## config.mk

```make
export PLATFORM = sky130hd
export DESIGN_NAME = mac_layer_ctrl
export DESIGN_NICKNAME = d
export VERILOG_FILES = /design/src/rtl/mac_ctrl_pkg.sv /design/src/rtl/sat_add10.sv /design/src/rtl/mac_layer_ctrl.sv
export SDC_FILE = /design/constraint.sdc
export NUM_CORES = 1
export LEC_CHECK = 0
export BUFFER_PORTS_ARGS = -buffer_cell sky130_fd_sc_hd__clkbuf_2
export CORE_ASPECT_RATIO = 1.4
export CORE_MARGIN = 10
export CORE_UTILIZATION = 50
export DETAILED_ROUTE_END_ITERATION = 8
export GPL_TIMING_DRIVEN = 0
export PLACE_DENSITY_LB_ADDON = 0.12
export SLEW_MARGIN = 20
export SYNTH_ARGS = -nofsm -noshare
export SYNTH_HDL_FRONTEND = slang
export SYNTH_SLANG_ARGS = --single-unit
export TNS_END_PERCENT = 1
```

## constraint.sdc

```tcl
create_clock -name clk -period 7.4 [get_ports clk]
set_clock_uncertainty 0.05 [all_clocks]
set_input_delay 0.37 -clock clk [delete_from_list [all_inputs] [get_ports clk]]
set_output_delay 0.37 -clock clk [all_outputs]
set_load 0.005 [all_outputs]
```

## src/rtl/mac_ctrl_pkg.sv

```systemverilog
// Shared constants, FSM state type and the mask priority helper for the
// zero-skipping MAC layer controller.
package mac_ctrl_pkg;

    localparam int NUM_IN   = 16;
    localparam int BIAS_OFS = 16;
    localparam int DATA_W   = 10;
    localparam int SAT_MAX  = 255;
    localparam int SAT_MIN  = -255;

    typedef enum logic [2:0] {
        IDLE,
        RUN,
        BIAS,
        FIN,
        OUT
    } state_t;

    // Index of the highest set bit; the ascending scan lets the last hit win.
    function automatic logic [3:0] msb_index(input logic [NUM_IN-1:0] m);
        logic [3:0] idx;
        idx = '0;
        for (int i = 0; i < NUM_IN; i++) begin
            if (m[i]) idx = 4'(i);
        end
        return idx;
    endfunction

endpackage

```

## src/rtl/sat_add10.sv

```systemverilog
// Combinational signed adder with symmetric clamp to [SAT_MIN, SAT_MAX].
// It is shared by the weight and bias accumulate steps.
module sat_add10
    import mac_ctrl_pkg::*;
(
    input  logic [DATA_W-1:0] a,
    input  logic [DATA_W-1:0] b,
    output logic [DATA_W-1:0] sum
);

    localparam logic signed [DATA_W:0] SUM_MAX = (DATA_W+1)'(SAT_MAX);
    localparam logic signed [DATA_W:0] SUM_MIN = (DATA_W+1)'(SAT_MIN);

    logic signed [DATA_W:0] raw;

    always_comb begin
        raw = $signed({a[DATA_W-1], a}) + $signed({b[DATA_W-1], b});
        if (raw > SUM_MAX)      sum = SUM_MAX[DATA_W-1:0];
        else if (raw < SUM_MIN) sum = SUM_MIN[DATA_W-1:0];
        else                    sum = raw[DATA_W-1:0];
    end

endmodule

```

## src/rtl/mac_layer_ctrl.sv

```systemverilog
// Sequences sparse weight reads per neuron, accumulates with saturation,
// then adds the bias and presents one result per neuron.
module mac_layer_ctrl
    import mac_ctrl_pkg::*;
#(
    parameter  int NUM_NEURONS = 10,
    parameter  int NEUR_W      = 4,
    localparam int ADDR_W      = NEUR_W + 5
) (
    input  logic              clk,
    input  logic              reset,
    input  logic              in_valid,
    output logic              in_ready,
    input  logic [15:0]       in_vec,
    output logic              w_rd_en,
    output logic [ADDR_W-1:0] w_addr,
    input  logic [9:0]        w_data,
    output logic              out_valid,
    input  logic              out_ready,
    output logic [9:0]        out_data,
    output logic [NEUR_W-1:0] out_idx,
    output logic              out_last,
    output logic              busy
);

    localparam logic [NEUR_W-1:0] LAST_NEURON = NEUR_W'(NUM_NEURONS - 1);

    state_t              state_q,    state_d;
    logic [NUM_IN-1:0]   mask_q,     mask_d;
    logic [NUM_IN-1:0]   vec_q,      vec_d;
    logic [NEUR_W-1:0]   neuron_q,   neuron_d;
    logic [DATA_W-1:0]   acc_q,      acc_d;
    logic                rd_en_q,    rd_en_d;
    logic [ADDR_W-1:0]   rd_addr_q,  rd_addr_d;
    logic                rd_is_w_q,  rd_is_w_d;
    logic                acc_vld_q,  acc_vld_d;
    logic [DATA_W-1:0]   out_data_q, out_data_d;
    logic [NEUR_W-1:0]   out_idx_q,  out_idx_d;
    logic                out_last_q, out_last_d;

    logic [DATA_W-1:0]   sum;
    logic [3:0]          k;

    sat_add10 u_sat (
        .a   (acc_q),
        .b   (w_data),
        .sum (sum)
    );

    assign k = msb_index(mask_q);

    // NOTE: every _d gets its hold value first, so no path through the
    // case can leave a signal unassigned and infer a latch.
    always_comb begin
        state_d    = state_q;
        mask_d     = mask_q;
        vec_d      = vec_q;
        neuron_d   = neuron_q;
        acc_d      = acc_q;
        rd_en_d    = 1'b0;
        rd_addr_d  = '0;
        rd_is_w_d  = 1'b0;
        acc_vld_d  = rd_en_q & rd_is_w_q;
        out_data_d = out_data_q;
        out_idx_d  = out_idx_q;
        out_last_d = out_last_q;

        // Weight data lands one cycle after its registered read strobe.
        if (acc_vld_q) acc_d = sum;

        case (state_q)
            IDLE: begin
                if (in_valid) begin
                    vec_d    = in_vec;
                    mask_d   = in_vec;
                    neuron_d = '0;
                    acc_d    = '0;
                    state_d  = RUN;
                end
            end
            RUN: begin
                rd_en_d = 1'b1;
                if (mask_q != '0) begin
                    rd_addr_d = {neuron_q, 1'b0, k};
                    rd_is_w_d = 1'b1;
                    mask_d    = mask_q & ~(NUM_IN'(1) << k);
                end else begin
                    rd_addr_d = {neuron_q, 5'(BIAS_OFS)};
                    state_d   = BIAS;
                end
            end
            BIAS: begin
                state_d = FIN;
            end
            FIN: begin
                acc_d      = sum;
                out_data_d = sum;
                out_idx_d  = neuron_q;
                out_last_d = (neuron_q == LAST_NEURON);
                state_d    = OUT;
            end
            OUT: begin
                if (out_ready) begin
                    out_last_d = 1'b0;
                    if (neuron_q == LAST_NEURON) begin
                        state_d = IDLE;
                    end else begin
                        neuron_d = neuron_q + 1'b1;
                        mask_d   = vec_q;
                        acc_d    = '0;
                        state_d  = RUN;
                    end
                end
            end
            default: state_d = IDLE;
        endcase
    end

    // NOTE: all state uses non-blocking assignment so every flop samples
    // pre-edge values; clearing acc_vld on reset drops in-flight read data.
    always_ff @(posedge clk) begin
        if (!reset) begin
            state_q    <= IDLE;
            mask_q     <= '0;
            vec_q      <= '0;
            neuron_q   <= '0;
            acc_q      <= '0;
            rd_en_q    <= 1'b0;
            rd_addr_q  <= '0;
            rd_is_w_q  <= 1'b0;
            acc_vld_q  <= 1'b0;
            out_data_q <= '0;
            out_idx_q  <= '0;
            out_last_q <= 1'b0;
        end else begin
            state_q    <= state_d;
            mask_q     <= mask_d;
            vec_q      <= vec_d;
            neuron_q   <= neuron_d;
            acc_q      <= acc_d;
            rd_en_q    <= rd_en_d;
            rd_addr_q  <= rd_addr_d;
            rd_is_w_q  <= rd_is_w_d;
            acc_vld_q  <= acc_vld_d;
            out_data_q <= out_data_d;
            out_idx_q  <= out_idx_d;
            out_last_q <= out_last_d;
        end
    end

    assign in_ready  = (state_q == IDLE) && reset;
    assign busy      = (state_q != IDLE);
    assign out_valid = (state_q == OUT);
    assign w_rd_en   = rd_en_q;
    assign w_addr    = rd_addr_q;
    assign out_data  = out_data_q;
    assign out_idx   = out_idx_q;
    assign out_last  = out_last_q;

endmodule

```

* Word level (Yosys, flattened, before mapping) *
Cells that the tools add are included.
Widths: inputs -> output; s select.

operators by class
  add/subtract/negate cells = 2
  equality and inequality tests = 10
  reductions and logical operators = 14
  bitwise gates (word level) = 3
  multiplexer cells = 41
  shift operators = 1
  $lt $le $gt $ge = 2

operator list
  cell                  count
  $mux 4                17
  $mux 16               4
  $mux 10               6
  $pmux 16 s3           1
  $pmux 10 s3           1
  $and 16x16->16        1
  $not 16->16           1
  $reduce_bool 16->1    1
  $shl 1x4->16 const A  1
  $pmux 3 s5            1
  $add 10x10->11        1
  $gt 11x9->1 const B   1
  $lt 11x9->1 const B   1
  $mux 3                3
  $ne 2x2->1 const B    4
  $pmux 4 s2            1
  $eq 3x2->1 const B    2
  $reduce_and 2->1      3
  $reduce_and 3->1      2
  $reduce_bool 3->1     2
  $mux 1                5
  $mux 5                1
  $reduce_and 5->1      1
  $add 4x1->4 const B   1
  10 further kinds      11

word-level totals
  word-level logic and storage cells = 86
  bits of input ports = 30
  bits in registers = 76

* Depth between registers and ports, before layout *
Gate-level depths: netlist of the first run.

  depth after elaboration = 20
  mapped depth = 11

* Hierarchy *
Synthesis of the first run repeated with hierarchy kept, for this count alone.

unflattened totals
  cells, all modules = 478
  area total of the unflattened synthesis = 4050.1 µm²

modules (own cells, without submodules)
  module          instances  cells each  area an instance (µm²)  sequential area each (µm²)
  mac_layer_ctrl  1          387         3342.0                  1521.5
  sat_add10       1          91          708.2                   0.0

* Worst setup path after synthesis of the first run *
No wires, ideal clock.

  path type = input-to-reg
  from = in w_data[0]
  to = reg acc_q[0]
  arrival = 2372 ps
  buffers on the path = 0
  required time = 7230 ps
  slack = 4857 ps
  stages on the path = 10
  path through = ha_1 -> inv_1 -> fa_1 -> and2b_1 -> o2111ai_2 -> a221oi_2 -> a2111oi_2 -> a311oi_4 -> nor3b_1 -> o21ai_1

on the way
  cells in the longest elaborated chain, start to end = 8
  elaborated cells between the ends (all ways) = 10

RTL lines
  item                  line                   source
  from (decl)           mac_layer_ctrl.sv:17   input logic [9:0] w_data,
  $add 10x10->11 (*)    sat_add10.sv:17        raw = $signed({a[DATA_W-1], a}) + $signed({b[DATA_W-1], b});
  $lt 11x9->1           sat_add10.sv:19        else if (raw < SUM_MIN) sum = SUM_MIN[DATA_W-1:0];
  $mux 10               sat_add10.sv:19
  $mux 10 (*)           sat_add10.sv:18        if (raw > SUM_MAX) sum = SUM_MAX[DATA_W-1:0];
  $mux 10               mac_layer_ctrl.sv:69   if (acc_vld_q) acc_d = sum;
  $mux 10               mac_layer_ctrl.sv:105  if (neuron_q == LAST_NEURON) begin
  $mux 10               mac_layer_ctrl.sv:103  if (out_ready) begin
  $pmux 10 s3 (*)       mac_layer_ctrl.sv:71   case (state_q)
  to (signal assigned)  mac_layer_ctrl.sv:127  acc_q <= '0;
  to (signal assigned)  mac_layer_ctrl.sv:140  acc_q <= acc_d;
  to (decl)             mac_layer_ctrl.sv:32   logic [DATA_W-1:0] acc_q, acc_d;

Mark *: on every way between the ends. The rest lies on a longest branch, timed or not.
A chain may end at the register's enable or synchronous reset.

* Final worst setup path of the first run *
  from = reg acc_q[0]
  to = reg acc_q[0]

on the way
  cells in the longest elaborated chain, start to end = 8
  elaborated cells between the ends (all ways) = 10

RTL lines
  item             line
  $add 10x10->11   sat_add10.sv:17
  $lt 11x9->1      sat_add10.sv:19
  $mux 10          sat_add10.sv:19
  $mux 10          sat_add10.sv:18
  $mux 10          mac_layer_ctrl.sv:69
  $mux 10          mac_layer_ctrl.sv:105
  $mux 10          mac_layer_ctrl.sv:103
  $pmux 10 s3 (*)  mac_layer_ctrl.sv:71

Marks and branches as above.

==> run_results.csv, run 1 <==
group,metric,value,unit
sta,rsz0062_at_grt,"false",
critical_path,cp.arrival,3.04,ns
sta,fin_crit,2.85,ns
clocking,cts-resized-gates,0,
clocking,numCtsBuffers,9,
final_layout,layout_commonest_cell,"nand2_1",
routing,first_pass_iters,8,
synthesis,yosys_warnings,0,
synthesis,avgSynthCellArea,8.31,um2
clocking,cts_tree,"yes",
synthesis,ys_seq_area_frac,0.367,
clocking,clkSinkCount,76,
final_layout,diodes,0,
clocking,htree_num_levels,3,
synthesis,synth_edf_count,0,
synthesis,ys_seq_elements,76,
global_route,grt_pass1_vias,3990,
synthesis,synthFlopType,"dfxtp_1",
die,die_w,97.0,um
routing,drc,0,
routing,num_vias,3923,
sta,hold_viol,0,
place,hpwlAfterDp,9350,um
synthesis,yosysTopAreaCell,"dfxtp_1",
sta,max-slew-margin-rel,0.448,
synthesis,synthArstFlopShare,0,
die,initial_core_util,0.509,
routing,vias_per_cell,5.83,
place,io_buffers,56,
clocking,clock_latency,0.35,ns
place,gp_congestion,0.907,
global_route,grt_use_total,0.195,
die,die_area,12400,um2
critical_path,critPathCaptureType,"flop",
clocking,cts_hold_buffers,0,
sta,max_freq,0.351,GHz
die,io_pins,58,
sta,final.setup.tns,0,ns
critical_path,cp_max_fo,5,
place,placedCellCount,657,
synthesis,synth_area,4150,um2
routing,wl,12100,um
power_and_ir_drop,leakage,1.96,nW
clocking,clk_pin_slew,0.07,ns
critical_path,crit_type,"flop to flop",
clocking,cts_max_path_buffers,2,
outcome,outcome,"finished clean",
final_layout,instances_no_fill,673,
die,rows,39,
sta,finalMaxSlewViolations,0,
global_route,grt.overflow.total,0,
routing,drtAntennaViolNets,0,
global_route,grt_max_degree,15,
clocking,cts_root_buf,"clkbuf_16",
routing,wl_per_cell,18.0,um
synthesis,syn_nets,542,
sta,setup_viol,0,
global_route,grt_pass1_wl,19800,um
final_layout,drive_gt1_frac,0.180,
power_and_ir_drop,finalPower,1.39,mW
job,drv_cap,0,
clocking,cts_setup_buffers,0,
worst_hold_path,hold_path_class,"input pin to flop",
final_layout,fin_nets,609,
power_and_ir_drop,ir_drop,0.134,mV
die,coreArea,8150,um2
synthesis,synthDistinctLibCells,74,
sta,worst-slew-pin-transition,0.823,ns
routing,dr.first_iter.drc_count,182,
sta,holdWs,0.220,ns
synthesis,synth_area_leaders,"dfxtp_1, nand2_1, a21boi_0",
critical_path,cp.required,7.59,ns
critical_path,worstSetupStartpointType,"flop",
synthesis,synth_cells,499,
synthesis,synth_top_area_frac,0.367,
final_layout,fillCellCount,770,
final_layout,syn_to_final_growth,17.3,%
global_route,grt_antenna_before_repair,0,
power_and_ir_drop,p_per_area,286,nW/um2
final_layout,final_cell_mix,"nand2_1, dfxtp_1, clkbuf_2, nor2_1, a21oi_1",
sta,fin_crit_sh,0.386,
die,dieHeight,128,um
metrics by stage:
| stage | area, um2 | utilization | setup WS [ns] |
|---|---|---|---|
| 6_report | 4870 | 0.597 | 4.55 |
| 5_1_grt | 4870 | 0.597 | 4.37 |
| 4_1_cts | 4870 | 0.597 | 4.54 |
| 3_5_place_dp | 4560 | 0.559 | 4.44 |
| 3_3_place_gp | 4560 | 0.559 | 4.51 |
| 2_1_floorplan | 4150 | - | 4.86 |
final cells by class:
cell class	count	area (um2)	area share
tap	102	128	0.0262
timing repair buffer	56	280	0.0576
multi-input combinational	383	2460	0.505
clock inverter	6	71.3	0.0147
clock buffer	10	239	0.0491
sequential	76	1520	0.313
inverter	13	48.8	0.0100
buffer	27	121	0.0249
report_power, final:
| group | internal (mW) | switching, mW |
|---|---|---|
| Combinational | 0.160 | 0.273 |
| Sequential | 0.457 | 0.0452 |
| Clock | 0.273 | 0.184 |
| Total | 0.889 | 0.502 |
registers in the layout, indices dropped and copies added (netlist names):
| name | cells |
|---|---|
| acc_q | 10 |
| acc_vld_q | 1 |
| mask_q | 16 |
| neuron_q | 4 |
| out_data | 10 |
| out_idx | 4 |
| out_last | 1 |
| rd_is_w_q | 1 |
| state_q | 3 |
| vec_q | 16 |
| w_addr | 9 |
| w_rd_en | 1 |
cells by family (layout without fill, tap and decap cells):
kind of cell | count (synthesis) | in the layout | share of synthesized area
compound gates | 168 | 168 | 0.306
mux | 2 | 2 | 0.00483
simple gates | 192 | 192 | 0.224
flops | 76 | 76 | 0.367
fa+ha+maj | 13 | 13 | 0.0410
buf+inv | 40 | 112 | 0.0410
xor+xnor | 8 | 8 | 0.0169
synthesized netlist by cell type, drive strengths merged (3+ instances only):
cell / n
nand2: 80
dfxtp: 76
nor2: 39
a21oi: 31
a21boi: 27
o21ai: 26
clkbuf: 18
ha: 12
inv: 12
nand3: 12
o211ai: 12
nor2b: 11
a22oi: 10
and3: 9
buf: 9
nor3: 9
nand2b: 8
o21a: 8
o2111ai: 6
a221oi: 5
a31oi: 5
and2: 5
xor2: 5
a211oi: 4
nor4: 4
o31ai: 4
a2111oi: 3
a221o: 3
nor3b: 3
o21bai: 3
xnor2: 3
critical path: stages, from the launching register on:
cell	delay (ns)
dfxtp_1	0.34
ha_1	0.17
inv_1	0.05
fa_1	0.42
and2b_1	0.24
o2111ai_2	0.18
a221oi_2	0.38
a2111oi_2	0.15
a311oi_4	0.44
nor3b_1	0.24
o21ai_1	0.09
worst paths after layout:
| path | from | end | slack (ns) | cells past startpoint |
|---|---|---|---|---|
| max reg2reg | acc_q[0] | acc_q[0] | 4.55 | 10 |
| min | in_vec[14] | vec_q[14] | 0.22 | 3 |
| max | acc_q[0] | acc_q[0] | 4.55 | 10 |
| min reg2reg | vec_q[3] | vec_q[3] | 0.41 | 2 |
per-layer routing:
layer  GRT usage  up-vias  wire length (um)
met5           0        -                 0
met4       0.116        0               436
met3      0.0313       34               599
met2       0.360      125              6410
met1       0.201     1815              4660
li1            -     1949                 -
Note: power is estimated with default switching activity, not from simulation.
==> run 2: changes to the inputs <==
==> constraint.sdc (replaced) <==
create_clock -name clk -period 2.86 [get_ports clk]
set_clock_uncertainty 0.05 [all_clocks]
set_input_delay 0.143 -clock clk [delete_from_list [all_inputs] [get_ports clk]]
set_output_delay 0.143 -clock clk [all_outputs]
set_load 0.005 [all_outputs]
==> run_results.csv, run 2 (synthesis gave the netlist of run 1 again) <==
group,metric,value,unit
sta,fin_crit,2.72,ns
clocking,clk_pin_slew,0.07,ns
worst_hold_path,worstHoldStart,"in_vec[0]",
global_route,grt_antenna_before_repair,0,
critical_path,worstSetupStartpointType,"flop",
sta,finalMaxSlewViolations,0,
routing,dr.first_iter.drc_count,202,
final_layout,fillCellCount,758,
final_layout,fin_area,4980,um2
place,hpwlAfterDp,9350,um
final_layout,fin_nets,617,
sta,fin_crit_sh,0.950,
routing,wl_per_cell,17.9,um
routing,first_pass_iters,5,
job,drv_cap,0,
power_and_ir_drop,power_frac_comb,0.314,
power_and_ir_drop,p_per_area,725,nW/um2
final_layout,diodes,0,
routing,drtAntennaViolNets,0,
die,die_w,97.0,um
critical_path,crit_chain,"ha_1, inv_1, fa_2, and2b_1, o2111ai_4, a221oi_4, a2111oi_2, a311oi_4, nor3b_2, o21ai_1",
power_and_ir_drop,ir_drop,0.349,mV
sta,fin_ws,0.143,ns
die,die_area,12400,um2
power_and_ir_drop,switching_share,0.360,
clocking,clock_latency,0.35,ns
final_layout,top_regs,"mask_q: 16 flops, vec_q: 16 flops",
critical_path,cp.required,3.05,ns
global_route,grt_max_degree,15,
critical_path,r2r-start,"acc_q[0]",
sta,hold_viol,0,
die,dieHeight,128,um
routing,drc,0,
power_and_ir_drop,switchingPower,1.30,mW
clocking,cts_setup_buffers,0,
global_route,grt_pass1_wl,20000,um
sta,max-slew-margin-rel,0.438,
critical_path,crit_path_start,"acc_q[0]",
critical_path,crit_type,"flop to flop",
place,gp_congestion,0.907,
final_layout,multiInputGateArea,2490,um2
die,io_pins,58,
final_layout,ff_latch_area,1520,um2
sta,max_freq,0.368,GHz
routing,wl,12200,um
critical_path,max_stage_delay,0.43,ns
power_and_ir_drop,leakage,2.00,nW
global_route,grt.overflow.total,0,
clocking,clkSinkCount,76,
die,initial_core_util,0.509,
power_and_ir_drop,finalPower,3.61,mW
critical_path,critPathCaptureType,"flop",
clocking,numCtsBuffers,9,
routing,vias_per_cell,5.78,
final_layout,syn_to_final_growth,20.1,%
sta,setup_viol,0,
die,coreArea,8150,um2
clocking,htree_num_levels,3,
die,rows,39,
place,io_buffers,56,
final_layout,utilization,0.611,
place,place_ws,0.0276,ns
global_route,grt_use_total,0.196,
final_layout,drive_gt1_frac,0.181,
critical_path,cp.arrival,2.91,ns
clocking,cts_tree,"yes",
clocking,cts_root_buf,"clkbuf_16",
power_and_ir_drop,power_frac_seq,0.360,
sta,holdWs,0.00217,ns
sta,rsz0062_at_grt,"true",
outcome,outcome,"finished clean",
sta,worst-slew-pin-transition,0.838,ns
power_and_ir_drop,pwr-share-clk,0.326,
global_route,grt_pass1_vias,4013,
critical_path,crit_slowest_cell,"a311oi_4",
routing,num_vias,3933,
final_layout,final_cell_mix,"nand2_1, dfxtp_1, clkbuf_2, nor2_1, a21oi_1",
clocking,cts_max_path_buffers,2,
power_and_ir_drop,p_int,2.31,mW
worst_hold_path,hold_path_class,"input pin to flop",
place,dpl-instance-area,4560,um2
final_layout,layout_commonest_cell,"nand2_1",
critical_path,cp_max_fo,5,
## run 2: worst max-delay path: cells and delay by family (launching register included)
family | cells | cell delay [ns]
compound gates | 5 | 1.15
fa+ha+maj | 2 | 0.53
buf+inv | 1 | 0.06
flops | 1 | 0.34
simple gates | 2 | 0.49
## run 2: power groups by stage
stage	combinational [mW]	clock (mW)	sequential (mW)
global placement	1.10	0	1.32
finish	1.14	1.18	1.30
floorplan	0.800	0	1.29
CTS	1.13	1.19	1.30
detailed placement	1.11	0	1.32
global route	1.25	1.23	1.32
## run 2: cell type report
| class | count | share of cell area |
|---|---|---|
| Multi-Input combinational cell | 383 | 0.499 |
| Sequential cell | 76 | 0.305 |
| Timing Repair Buffer | 64 | 0.0723 |
| Clock buffer | 10 | 0.0480 |
| Tap cell | 102 | 0.0256 |
| Buffer | 27 | 0.0254 |
| Clock inverter | 6 | 0.0143 |
| Inverter | 13 | 0.00980 |
## run 2: per-stage QoR
stage	setup TNS [ns]	std cells
detailed placement	0	657
global route	-0.00657	681
finish	0	681
CTS	0	681
global placement	0	657
floorplan	0	499
## run 2: repair_timing
| item | CTS | global route |
|---|---|---|
| endpoints found under the hold margin | 8 | 0 |
| resized for setup | 0 | 7 |
| endpoints found under the setup margin | 1 | 10 |
| gates cloned | 0 | 0 |
| pin swaps | 2 | 2 |
| hold buffers | 8 | 0 |
## run 2: path summary, 6_finish.rpt
path / end / slack [ns] / cells after the start
worst min-delay path: vec_q[0] / 0.002 / 3
worst max register to register: acc_q[0] / 0.14 / 10
worst min register to register: vec_q[11] / 0.41 / 2
worst max-delay path: acc_q[0] / 0.14 / 10
## run 2: layer usage
layer / GRT usage / wire length [um] / up-vias
met5: 0 / 0 / -
met2: 0.363 / 6530 / 92
met4: 0.117 / 440 / 0
met3: 0.0313 / 416 / 29
li1: - / - / 1966
met1: 0.203 / 4820 / 1846
